<file path="src/rtl/uart_pkg.sv">
// Shared UART definitions: default character width and TX FIFO FSM encoding.
package uart_pkg;

    localparam int DBIT_DEF = 8;

    typedef enum logic [1:0] {
        IDLE      = 2'd0,
        LAUNCH    = 2'd1,
        WAIT_DONE = 2'd2
    } tx_state_t;

endpackage

</file>
<file path="src/rtl/sync_fifo.sv">
// Generic synchronous FIFO: circular RAM, pointers, count and registered flags.
module sync_fifo #(
    parameter int W  = 8,
    parameter int AW = 4
) (
    input  logic          clk,
    input  logic          rst,
    input  logic          wr_en,
    input  logic [W-1:0]  wr_data,
    input  logic          rd_en,
    output logic [W-1:0]  rd_data,
    output logic          full,
    output logic          empty,
    output logic [AW:0]   count
);

    localparam logic [AW:0] DEPTH = (AW+1)'(1) << AW;

    logic [W-1:0]  mem [2**AW];
    logic [AW-1:0] wr_ptr;
    logic [AW-1:0] rd_ptr;
    logic [AW:0]   count_d;
    logic          push;
    logic          pop;

    // Write is gated by the registered full flag, so a pop in the same
    // cycle never makes room for a write that arrives while full.
    assign push    = wr_en && !full;
    assign pop     = rd_en && !empty;
    assign rd_data = mem[rd_ptr];

    always_comb begin
        count_d = count;
        if (push && !pop) begin
            count_d = count + 1'b1;
        end else if (pop && !push) begin
            count_d = count - 1'b1;
        end
    end

    always_ff @(posedge clk) begin
        if (rst) begin
            wr_ptr <= '0;
            rd_ptr <= '0;
            count  <= '0;
            full   <= 1'b0;
            empty  <= 1'b1;
        end else begin
            if (push) begin
                wr_ptr <= wr_ptr + 1'b1;
            end
            if (pop) begin
                rd_ptr <= rd_ptr + 1'b1;
            end
            count <= count_d;
            full  <= (count_d == DEPTH);
            empty <= (count_d == '0);
        end
    end

    always_ff @(posedge clk) begin
        if (push) begin
            mem[wr_ptr] <= wr_data;
        end
    end

endmodule

</file>
<file path="src/rtl/uart_tx_fifo.sv">
// Byte FIFO feeding uart_tx; paces launches on tx_done_tick.
// Optional status ports (level, sticky overflow) with UART_TX_FIFO_STATUS_EN.
module uart_tx_fifo
    import uart_pkg::*;
#(
    parameter int DBIT       = DBIT_DEF,
    parameter int DEPTH_LOG2 = 4
) (
    input  logic              clk,
    input  logic              rst,
    input  logic              wr_en,
    input  logic [DBIT-1:0]   wr_data,
    output logic              full,
    output logic              empty,
    output logic              busy,
    output logic              tx_start,
    output logic [DBIT-1:0]   tx_data,
`ifdef UART_TX_FIFO_STATUS_EN
    output logic [DEPTH_LOG2:0] level,
    output logic              overflow,
`endif
    input  logic              tx_done_tick
);

    tx_state_t           state_q;
    tx_state_t           state_d;
    logic                pop;
    logic [DBIT-1:0]     head;
    logic [DEPTH_LOG2:0] count;

    sync_fifo #(
        .W  (DBIT),
        .AW (DEPTH_LOG2)
    ) u_fifo (
        .clk     (clk),
        .rst     (rst),
        .wr_en   (wr_en),
        .wr_data (wr_data),
        .rd_en   (pop),
        .rd_data (head),
        .full    (full),
        .empty   (empty),
        .count   (count)
    );

    always_ff @(posedge clk) begin
        if (rst) begin
            state_q <= IDLE;
        end else begin
            state_q <= state_d;
        end
    end

    always_comb begin
        state_d = state_q;
        pop     = 1'b0;
        busy    = 1'b1;
        unique case (state_q)
            IDLE: begin
                busy = 1'b0;
                if (!empty) begin
                    state_d = LAUNCH;
                end
            end
            LAUNCH: begin
                pop     = 1'b1;
                state_d = WAIT_DONE;
            end
            WAIT_DONE: begin
                if (tx_done_tick) begin
                    state_d = (count != '0) ? LAUNCH : IDLE;
                end
            end
            default: begin
                state_d = IDLE;
            end
        endcase
    end

    // tx_data is loaded on entry to LAUNCH so it is valid while tx_start
    // is high; the head itself is popped during the LAUNCH cycle.
    always_ff @(posedge clk) begin
        if (rst) begin
            tx_start <= 1'b0;
            tx_data  <= '0;
        end else begin
            tx_start <= (state_d == LAUNCH);
            if (state_d == LAUNCH) begin
                tx_data <= head;
            end
        end
    end

`ifdef UART_TX_FIFO_STATUS_EN
    assign level = count;

    always_ff @(posedge clk) begin
        if (rst) begin
            overflow <= 1'b0;
        end else if (wr_en && full) begin
            overflow <= 1'b1;
        end
    end
`endif

endmodule

</file>
<file path="config.mk">
export PLATFORM = sky130hd
export DESIGN_NAME = uart_tx_fifo
export DESIGN_NICKNAME = d
export VERILOG_FILES = /design/src/rtl/uart_pkg.sv /design/src/rtl/sync_fifo.sv /design/src/rtl/uart_tx_fifo.sv
export SDC_FILE = /design/constraint.sdc
export NUM_CORES = 1
export LEC_CHECK = 0
export ABC_CLOCK_PERIOD_IN_PS = 2600
export CORE_MARGIN = 2
export CORE_UTILIZATION = 50
export CTS_BUF_LIST = sky130_fd_sc_hd__clkbuf_4 sky130_fd_sc_hd__clkbuf_8 sky130_fd_sc_hd__clkbuf_16
export DETAILED_ROUTE_END_ITERATION = 12
export MAX_ROUTING_LAYER = met4
export PLACE_DENSITY = 0.76
export RECOVER_POWER = 50
export SETUP_SLACK_MARGIN = 0.2
export SLEW_MARGIN = 0
export SYNTH_ARGS = -nofsm -noshare
export SYNTH_HDL_FRONTEND = slang
export SYNTH_SLANG_ARGS = --single-unit
export TNS_END_PERCENT = 50
</file>
<file path="constraint.sdc">
create_clock -name clk -period 2.6 [get_ports clk]
set_input_delay 0.26 -clock clk [delete_from_list [all_inputs] [get_ports clk]]
set_output_delay 0.26 -clock clk [all_outputs]
set_load 0.005 [all_outputs]
</file>
==> results.md <==
- Leading register cell type out of synthesis: edfxtp_1
- MaxCap Viol Count: 0
- Setup TNS: 0 ns
- Total Die Area: ~0.013 sq mm
- CORE AREA: around 0.012 sq mm
- Clock Tree Buf Depth: 2
- Vias per inst: 5.52
- Share of cells above drive strength 1: 0.233
- Peak VDD IR: 0.482 mV
- Yosys cell types: 47
- GRT Util Overall: 0.196
- Tmin final: 2.21 ns
- Fill cells: between 800 and 900
- CP max FO: 20
- GRT overflow: 0
- Area share of the largest cell type after synthesis: 0.620
- Wire per inst: 19.9 um
- Outcome: finished clean
- Vias in the first global route: roughly 3200
- Port Buffers: 23
- Final setup violation count: 0
- Ys async rst share: 0
- Clock group share of total power: 0.411
- RSZ-0062 raised after global routing: no
- Antenna cells: 0
- TritonRoute pass-1 iters: 4
- Synthesis-stage register bit count: 154
- Dpl hpwl: 7590 um
- Layout area overhead: 16.7%
- First-pass GRT wire length: ~18000 um
- Yosys top cell by area: edfxtp_1
- Clock latency on the worst-skew pair: roughly 0.41 ns
- CTS resizes: 0
- Worst Setup End Kind: flip-flop
- Final wirelength: approximately 11000 um
- Setup CP Type: flip-flop to flip-flop
- Leakage Power: about 2.4 nW
- Ys Warns: 0
- Fin area: 0.00723 sq mm
- Int Power: about 0.0043 W
- Die Ht: between 100 and 150 um
- Sequential share of the synthesized area: 0.704
- Commonest non-fill, non-tap cell in the layout: edfxtp_1
- Total CTS buffers: 17
- Largest net degree at the start of global routing: 21
- Fmax: 453 MHz
- Worst path arrival time: 2.50 ns
- Total vias in the final route: approximately 3200
- Final Net Count: about 410
- CTS clock-pin slew for the worst setup and hold paths: 0.06 ns
- Row count: 40
- Worst hold path class: flip-flop to flip-flop
- CP Launch Type: flip-flop
- Residual DRC: 0
- Clock root cell: clkbuf_16
- Placed inst area: around 0.0067 sq mm
- Most frequent cells in the layout: edfxtp_1 (128), mux4_2 (30), nor2_1 (26), dfxtp_1 (25), buf_4 (22)
- Initial antenna violation count: 0
- CTS Hold Bufs: 0
- Final GP Congestion: 0.791
- Mapped Nets: approximately 370
- Final Slew Violations: 0
- Hold Violations, Final: 0
- Worst Tran Pin Value: 0.788 ns
- Rel. slew slack: 0.474
- Synthesized area: a little over 0.006 sq mm
- Reg power frac: 0.511
- Largest cells by area after synthesis: edfxtp_1 (62%), mux4_2 (11%), dfxtp_1 (8.4%), mux2i_1 (1.6%), nor2_1 (1.6%)
- Cell count after synthesis: approximately 350
- Mapped Avg Cell Area: approximately 18 sq um
- Fin Clk Skew: around 0.0075 ns
- CTS sink cnt: between 150 and 200
- Comb power frac: 0.078
- TritonCTS clock tree: done
- CTS H-tree depth: 4
- Number of flops mapped to enable cells by yosys: around 130
- Iter 0 DRT Violations: between 200 and 300
- Initial Utilization: 0.514
- Sw power: 0.00120 W
- Final ANT Viol Nets: 0
- Switching share of power: 0.219
- Number of setup buffers added after CTS: 0
- Final Cycle Share: 0.849
- Critical path data required time: approximately 2.9 ns
- Pwr Density: 757 mW/mm^2
- Die Width: around 120 um
- IO Count: 24
[critical path: stages, from the launching register on]
cell	delay (ns)
dfxtp_2	0.55
buf_4	0.40
mux4_1	0.61
mux2i_1	0.16
a21oi_1	0.10
a22o_1	0.25
[flip-flops by register name, indices dropped and copies added, names as in the netlist]
name           count
state_q            2
u_fifo.count       5
tx_data            8
u_fifo.empty       1
u_fifo.wr_ptr      4
tx_start           1
u_fifo.rd_ptr      4
u_fifo.full        1
u_fifo.mem       128
[final timing paths]
check,start,to,slack (ns),cells after the start
max reg2reg,u_fifo.rd_ptr[1],tx_data[7],0.39,5
min,tx_data[0],tx_data[0],0.48,1
min reg2reg,tx_data[0],tx_data[0],0.48,1
max,u_fifo.rd_ptr[1],tx_data[7],0.39,5
[stage by stage]
stage | total power [W] | setup slack, ns | hold WS, ns | util | cells
after global placement | 0.00326 | 0.397 | 0.465 | 0.555 | 543
after global routing | 0.00567 | 0.260 | 0.505 | 0.600 | 575
after CTS | 0.00553 | 0.362 | 0.489 | 0.601 | 575
final | 0.00548 | 0.392 | 0.484 | 0.600 | 575
after floorplan | 0.00309 | 0.817 | 0.359 | - | 346
after detailed placement | 0.00329 | 0.388 | 0.474 | 0.555 | 543
[metal layers]
layer  share of wire  global-route usage
met1            0.44               0.255
met5               0                   -
met2            0.51               0.307
met3           0.051              0.0527
met4          0.0066              0.0570
[cells in the mapped netlist (6+ instances only)]
master    instances
a211oi_1          6
a21oi_1           9
a22o_1            8
buf_2             6
dfxtp_1          26
edfxtp_1        128
ha_1              7
inv_1             6
mux2i_1          10
mux4_2           30
nand2_1          11
nor2_1           26
nor2b_1           9
[logic make-up after synthesis]
| family | Yosys count | share of synthesized area |
|---|---|---|
| adders and majority gates | 7 | 0.0141 |
| buffers and inverters | 25 | 0.0244 |
| DFF | 154 | 0.704 |
| AOI/OAI and AO/OA | 34 | 0.0430 |
| xor gates and xnor gates | 9 | 0.0139 |
| muxes | 42 | 0.134 |
| and+or+nand+nor | 75 | 0.0666 |
[layout make-up]
type                       count  area, sq um  area share
clock buffer                  19          440      0.0609
clock inverter                13          105      0.0145
inverter                       6         22.5     0.00311
multi-input combinational    167         1680       0.233
sequential                   154         4370       0.604
tap                          168          210      0.0291
timing repair buffer          48          407      0.0562
[power groups by stage]
| stage | Clock (W) | Sequential [W] | Combinational [W] |
|---|---|---|---|
| finish | 0.00225 | 0.00280 | 0.000428 |
| global route | 0.00239 | 0.00281 | 0.000475 |
| CTS | 0.00230 | 0.00280 | 0.000436 |
| detailed placement | 0 | 0.00285 | 0.000433 |
| global placement | 0 | 0.00285 | 0.000414 |
| floorplan | 0 | 0.00284 | 0.000250 |
(Power assumes the default switching activity.)
